`config.mk`:
```
export PLATFORM = sky130hd
export DESIGN_NAME = jam_assign_search
export DESIGN_NICKNAME = d
export VERILOG_FILES = /design/src/rtl/jam_pkg.sv /design/src/rtl/jam_perm_step.sv /design/src/rtl/jam_assign_search.sv
export SDC_FILE = /design/constraint.sdc
export NUM_CORES = 1
export LEC_CHECK = 0
export CORE_MARGIN = 8
export CORE_UTILIZATION = 40
export DETAILED_ROUTE_END_ITERATION = 10
export GPL_ROUTABILITY_DRIVEN = 0
export PLACE_DENSITY = 0.58
export SETUP_SLACK_MARGIN = 0.4
export SLEW_MARGIN = 20
export SYNTH_ARGS = -nofsm -noshare
export SYNTH_HDL_FRONTEND = slang
export SYNTH_HIERARCHICAL = 1
export SYNTH_SLANG_ARGS = --single-unit
```
`constraint.sdc`:
```
create_clock -name CLK -period 4.5 [get_ports CLK]
set_input_delay 0.9 -clock CLK [delete_from_list [all_inputs] [get_ports CLK]]
set_output_delay 0.9 -clock CLK [all_outputs]
set_load 0.05 [all_outputs]
```
`src/rtl/jam_pkg.sv`:
```
// Shared types and helpers for the jam_assign_search job-assignment engine.
package jam_pkg;

    typedef enum logic [2:0] {
        IDLE,
        SUM,
        CMP,
        PIVOT,
        SUCC,
        REV,
        DONE
    } jam_state_t;

    // Index width for n workers; never narrower than one bit.
    function automatic int jam_idx_w(input int n);
        return (n <= 2) ? 1 : $clog2(n);
    endfunction

endpackage

```
`src/rtl/jam_perm_step.sv`:
```
// Permutation register file for jam_assign_search: identity load, pivot/successor
// compares and the swap / suffix-reverse steps of lexicographic next-permutation.
module jam_perm_step
    import jam_pkg::*;
#(
    parameter int N     = 8,
    parameter int IDX_W = jam_idx_w(N)
) (
    input  logic                 CLK,
    input  logic                 RST,
    input  logic                 load_id,
    input  logic                 do_swap,
    input  logic                 do_rev,
    input  logic [IDX_W-1:0]     pivot_idx,
    input  logic [IDX_W-1:0]     succ_idx,
    output logic [N*IDX_W-1:0]   perm_flat,
    output logic                 pivot_found,
    output logic                 succ_found
);

    function automatic logic [IDX_W-1:0] perm_at(input logic [IDX_W-1:0] idx);
        return perm_flat[idx*IDX_W +: IDX_W];
    endfunction

    logic [IDX_W-1:0] pivot_plus_one;
    assign pivot_plus_one = pivot_idx + 1'b1;

    assign pivot_found = perm_at(pivot_idx) < perm_at(pivot_plus_one);
    assign succ_found  = perm_at(succ_idx)  > perm_at(pivot_idx);

    genvar gi;
    generate
        for (gi = 0; gi < N; gi++) begin : g_cell
            logic [IDX_W-1:0] cell_reg;
            logic [IDX_W-1:0] cell_next;
            logic [IDX_W-1:0] mirror_idx;

            // Position in the suffix p+1..N-1 that lands here after reversal.
            assign mirror_idx = IDX_W'(N + int'(pivot_idx) - gi);

            always_comb begin
                cell_next = cell_reg;
                if (load_id) begin
                    cell_next = IDX_W'(gi);
                end else if (do_swap) begin
                    if (pivot_idx == IDX_W'(gi)) begin
                        cell_next = perm_at(succ_idx);
                    end else if (succ_idx == IDX_W'(gi)) begin
                        cell_next = perm_at(pivot_idx);
                    end
                end else if (do_rev && (IDX_W'(gi) > pivot_idx)) begin
                    cell_next = perm_at(mirror_idx);
                end
            end

            always_ff @(posedge CLK or posedge RST) begin
                if (RST) begin
                    cell_reg <= IDX_W'(gi);
                end else begin
                    cell_reg <= cell_next;
                end
            end

            assign perm_flat[gi*IDX_W +: IDX_W] = cell_reg;
        end
    endgenerate

endmodule

```
`src/rtl/jam_assign_search.sv`:
```
// Exhaustive job-assignment search over all N! permutations with min/count/best tracking.
// Optional JAM_PRUNE_EN aborts a permutation once its partial sum exceeds MinCost.
module jam_assign_search
    import jam_pkg::*;
#(
    parameter  int N      = 8,
    parameter  int COST_W = 7,
    parameter  int CNT_W  = 16,
    localparam int IDX_W  = jam_idx_w(N),
    localparam int SUM_W  = COST_W + IDX_W
) (
    input  logic                 CLK,
    input  logic                 RST,
    input  logic                 Start,
    output logic [IDX_W-1:0]     W,
    output logic [IDX_W-1:0]     J,
    input  logic [COST_W-1:0]    Cost,
    output logic                 Busy,
    output logic                 Valid,
    output logic [SUM_W-1:0]     MinCost,
    output logic [CNT_W-1:0]     MatchCount,
    output logic [N*IDX_W-1:0]   BestPerm
);

    localparam logic [IDX_W-1:0] LAST_IDX  = IDX_W'(N - 1);
    localparam logic [IDX_W-1:0] PIVOT_TOP = IDX_W'(N - 2);

    jam_state_t         state_reg;
    logic [IDX_W-1:0]   counter_reg;
    logic [IDX_W-1:0]   pivot_reg;
    logic [IDX_W-1:0]   succ_reg;
    logic [SUM_W-1:0]   sum_reg;
    logic [SUM_W-1:0]   min_reg;
    logic [CNT_W-1:0]   match_reg;
    logic [N*IDX_W-1:0] best_reg;
    logic               busy_reg;
    logic               valid_reg;

    logic [N*IDX_W-1:0] perm_flat;
    logic [N*IDX_W-1:0] ident_flat;
    logic               pivot_found;
    logic               succ_found;
    logic               start_ok;
    logic               prune_hit;
    logic [SUM_W-1:0]   sum_next;

    genvar gi;
    generate
        for (gi = 0; gi < N; gi++) begin : g_ident
            assign ident_flat[gi*IDX_W +: IDX_W] = IDX_W'(gi);
        end
    endgenerate

    assign start_ok = Start && ((state_reg == IDLE) || (state_reg == DONE));
    assign sum_next = sum_reg + SUM_W'(Cost);

`ifdef JAM_PRUNE_EN
    // A partial sum already above the best total can never tie or win.
    assign prune_hit = (sum_next > min_reg);
`else
    assign prune_hit = 1'b0;
`endif

    jam_perm_step #(
        .N     (N),
        .IDX_W (IDX_W)
    ) u_perm (
        .CLK         (CLK),
        .RST         (RST),
        .load_id     (start_ok),
        .do_swap     ((state_reg == SUCC) && succ_found),
        .do_rev      (state_reg == REV),
        .pivot_idx   (pivot_reg),
        .succ_idx    (succ_reg),
        .perm_flat   (perm_flat),
        .pivot_found (pivot_found),
        .succ_found  (succ_found)
    );

    assign W          = counter_reg;
    assign J          = perm_flat[counter_reg*IDX_W +: IDX_W];
    assign Busy       = busy_reg;
    assign Valid      = valid_reg;
    assign MinCost    = min_reg;
    assign MatchCount = match_reg;
    assign BestPerm   = best_reg;

    always_ff @(posedge CLK or posedge RST) begin
        if (RST) begin
            state_reg   <= IDLE;
            counter_reg <= '0;
            pivot_reg   <= '0;
            succ_reg    <= '0;
            sum_reg     <= '0;
            min_reg     <= '1;
            match_reg   <= '0;
            best_reg    <= ident_flat;
            busy_reg    <= 1'b0;
            valid_reg   <= 1'b0;
        end else begin
            case (state_reg)
                IDLE, DONE: begin
                    if (Start) begin
                        min_reg     <= '1;
                        match_reg   <= '0;
                        sum_reg     <= '0;
                        counter_reg <= '0;
                        valid_reg   <= 1'b0;
                        busy_reg    <= 1'b1;
                        state_reg   <= SUM;
                    end
                end
                SUM: begin
                    if (prune_hit) begin
                        sum_reg     <= '0;
                        counter_reg <= '0;
                        pivot_reg   <= PIVOT_TOP;
                        state_reg   <= PIVOT;
                    end else if (counter_reg == LAST_IDX) begin
                        sum_reg     <= sum_next;
                        counter_reg <= '0;
                        state_reg   <= CMP;
                    end else begin
                        sum_reg     <= sum_next;
                        counter_reg <= counter_reg + 1'b1;
                    end
                end
                CMP: begin
                    // Strict less-than keeps the lexicographically first optimum.
                    if (sum_reg < min_reg) begin
                        min_reg   <= sum_reg;
                        match_reg <= CNT_W'(1);
                        best_reg  <= perm_flat;
                    end else if ((sum_reg == min_reg) && (match_reg != '1)) begin
                        match_reg <= match_reg + 1'b1;
                    end
                    sum_reg   <= '0;
                    pivot_reg <= PIVOT_TOP;
                    state_reg <= PIVOT;
                end
                PIVOT: begin
                    if (pivot_found) begin
                        succ_reg  <= LAST_IDX;
                        state_reg <= SUCC;
                    end else if (pivot_reg == '0) begin
                        busy_reg  <= 1'b0;
                        valid_reg <= 1'b1;
                        state_reg <= DONE;
                    end else begin
                        pivot_reg <= pivot_reg - 1'b1;
                    end
                end
                SUCC: begin
                    if (succ_found) begin
                        state_reg <= REV;
                    end else begin
                        succ_reg <= succ_reg - 1'b1;
                    end
                end
                REV: begin
                    counter_reg <= '0;
                    state_reg   <= SUM;
                end
                default: begin
                    state_reg <= IDLE;
                end
            endcase
        end
    end

endmodule

```
==> results.cfg <==
[grt]
grt_use_total = 0.2035
grt_pass1_wl_um = 38490
antenna_found_initial = 0
overflow = 0
grt_pass1_vias = 6924
grt_max_degree = 40

[critical_path]
r2r_start = u_perm/g_cell[2].cell_reg[1]$_DFFE_PP1P_
worst-path-max-fanout = 12
critPathLaunchType = register
crit_type = reg2reg
cp_slowest_stage_delay_ns = 0.68
ff2ff_path_depth = 14
cp-end-kind = register
rrSetupSlack_ns = 0.70
cp_top_family = compound AO/OA/AOI/OAI gates
crit_slowest_cell = dfstp_2
critPathCapture = u_perm/g_cell[3].cell_reg[2]$_DFFE_PP0P_
crit_cells = 14
worstPathRequired_ns = 4.77
crit_path_cell_trace = mux2_1 > o22ai_1 > a211oi_4 > ha_1 > a21o_1 > a21oi_1 > a31oi_1 > and3_1 > buf_4 > or2_4 > a31oi_1 > a21o_1 > a21oi_1 > a22oi_1
path_buf_inv = 1
arrival_ns = 4.06
crit_start = u_perm/g_cell[2].cell_reg[1]$_DFFE_PP1P_
r2r_end = u_perm/g_cell[3].cell_reg[2]$_DFFE_PP0P_

[power_and_ir_drop]
leakage_nw = 3.596
net-switching-power_mw = 4.044
powerDensity_nw_per_um2 = 899.6
p_comb_frac = 0.651
p_seq_frac = 0.250
internal_power_mw = 3.872
ir_worst_vdd_uv = 417.8
p_clk_frac = 0.099
p_sw_frac = 0.5109

[clocking]
cts_tree = built
htree_levels = 3
path_clk_slew_ns = 0.07
clock_path_buffers = 2
root_buffer = clkbuf_16
cts_buffers = 9
clock_latency_ns = 0.36
cts.sinks = 98

[detailed_routing]
wl_per_cell_um = 22.42
drtPass1Iterations = 6
first_iter_violations = 534
vias = 6789
drcViolationCount = 0
vias_per_cell = 6.315
ant_nets = 0
wl_um = 24100

[finish]
nFillCells = 1780
nets = 886
utilization = 0.4688
syn2layout_area_growth_pct = 14.90
drive_above_1_share = 0.1926
n_antenna_cell = 0
final_common_cell = clkdlybuf4s50_1
layout_common_cells = 67 x clkdlybuf4s50_1, 61 x dfrtp_1, 60 x nand2_1, 43 x inv_1, 41 x nor2_1

[yosys]
synth_top_family_by_area = compound AO/OA/AOI/OAI gates
async_reset_ff_frac = 1.000
ys_warn_count = 6
synth_area_per_cell_sq_um = 9.779
ys_seq_area_frac = 0.3258
synthSimpleGateAreaFrac = 0.1556
ys_ff_latch = 98
synth.distinct_cells = 94
synthXorXnorAreaFrac = 0.008987
syn-instance-count = 783
syn_nets = 833
synth_mux_area_frac = 0.1792
synth_area_sq_um = 7657
synth_compound_area_frac = 0.2047
synthAdderAreaFrac = 0.06634
synth_flop_cell = dfrtp_1
synth_edf_count = 0

[floorplan]
die-area_sq_um = 23830
start_util = 0.4080
num_rows = 50
core-area_sq_um = 18770
die_h_um = 154.4
io_pins = 68
die_w_um = 154.4

[timing]
fin_tns_setup_ns = 0
max-slew-margin-rel = 0.3295
skew_ns = 0.01085
finalCritPeriodShare = 0.8439
post-route-min-period_ns = 3.797
max_freq_ghz = 0.2633
rsz0062_at_grt = false
finalSetupViolations = 0
slew_viol_final = 0
hold_viol = 0
tightest_slew_ns = 1.005

[placed_design]
portBuffers = 67
hpwl_um = 17440

[hold_path]
hp-class = reg2reg

[outcome]
status = finished clean

[flow_run]
maxCapViolations = 0
## logic make-up (layout without fill, tap and decap cells)
logic type,count (synthesis),count (layout)
simple gates,229,229
compound gates,213,213
mux,103,103
flops,98,98
buf+inv,93,151
fa+ha+maj,40,40
xor+xnor,7,7
## area by class of cell
cell class	instances	area, sq um	area share
Clock inverter	4	51.30	0.005830
Inverter	48	180.2	0.02048
Timing Repair Buffer	87	820.8	0.09329
Tap cell	234	292.8	0.03328
Sequential cell	98	2499	0.2840
Clock buffer	12	236.5	0.02688
Multi-Input combinational cell	592	4718	0.5363
## repair_timing
| item | CTS | global route |
|---|---|---|
| hold buffers | 0 | 0 |
| resized for setup | 0 | 6 |
| setup endpoints to repair | 0 | 14 |
| buffers inserted | 0 | 0 |
## worst register-to-register path: stages, from the launching register on
cell and delay (ns):
dfstp_2 0.68, mux2_1 0.18, o22ai_1 0.10, a211oi_4 0.59, ha_1 0.36, a21o_1 0.16
a21oi_1 0.13, a31oi_1 0.08, and3_1 0.23, buf_4 0.18, or2_4 0.33, a31oi_1 0.28
a21o_1 0.19, a21oi_1 0.06, a22oi_1 0.16
## routing by layer
layer | global-route usage | up-vias | part of all wire
met4 | 0.08166 | 0 | 0.036
met2 | 0.3378 | 319 | 0.47
met5 | 0 | - | 0
met1 | 0.2574 | 3341 | 0.43
li1 | - | 3075 | -
met3 | 0.03706 | 54 | 0.069
## power by group through the flow
stage	logic, mW	registers [mW]	clock network, mW
final	5.15	1.98	0.784
after global routing	5.51	2.02	0.846
after CTS	5.10	1.97	0.812
after detailed placement	5.07	1.98	0
after global placement	4.98	1.97	0
after floorplan	3.29	2.25	0
## Yosys cell counts (all sizes together) (9+ instances only)
| cell | instances | share of area |
|---|---|---|
| dfrtp | 64 | 0.21 |
| nand2 | 61 | 0.030 |
| inv | 48 | 0.024 |
| nor2 | 43 | 0.022 |
| a21oi | 40 | 0.026 |
| mux2 | 40 | 0.059 |
| mux2i | 40 | 0.052 |
| ha | 39 | 0.064 |
| dfstp | 34 | 0.12 |
| o21ai | 31 | 0.021 |
| a31oi | 30 | 0.025 |
| buf | 30 | 0.028 |
| nor3 | 24 | 0.017 |
| mux4 | 23 | 0.068 |
| nand3 | 23 | 0.016 |
| a22oi | 15 | 0.016 |
| clkbuf | 15 | 0.0074 |
| nand2b | 14 | 0.011 |
| nor2b | 13 | 0.011 |
| nand4 | 10 | 0.0098 |
| and2 | 9 | 0.0074 |
## metrics by stage
stage | setup WS (ns) | hold WS [ns] | area (sq um) | std cells | total power [mW]
floorplan | 1.045 | 0.4711 | 7657 | 783 | 5.537
global placement | 0.6590 | 0.4801 | 8497 | 1059 | 6.946
detailed placement | 0.5531 | 0.4944 | 8497 | 1059 | 7.052
CTS | 0.5388 | 0.5073 | 8785 | 1075 | 7.877
global route | 0.5496 | 0.5279 | 8798 | 1075 | 8.377
finish | 0.7025 | 0.5013 | 8798 | 1075 | 7.915
## worst min path at each step
stage / endpoint / from / slack (ns) / cells past startpoint
detailed placement: Valid$_DFFE_PP0P_ / Valid$_DFFE_PP0P_ / 0.49 / 2
CTS: MinCost[0]$_DFFE_PP1P_ / MinCost[0]$_DFFE_PP1P_ / 0.51 / 2
global placement: MinCost[0]$_DFFE_PP1P_ / MinCost[0]$_DFFE_PP1P_ / 0.48 / 2
floorplan: u_perm/g_cell[7].cell_reg[2]$_DFFE_PP1P_ / u_perm/g_cell[7].cell_reg[2]$_DFFE_PP1P_ / 0.47 / 2
global route: MinCost[3]$_DFFE_PP1P_ / MinCost[3]$_DFFE_PP1P_ / 0.53 / 2
finish: MinCost[7]$_DFFE_PP1P_ / MinCost[7]$_DFFE_PP1P_ / 0.50 / 2
No activity file was read; power rests on OpenSTA's default activity.
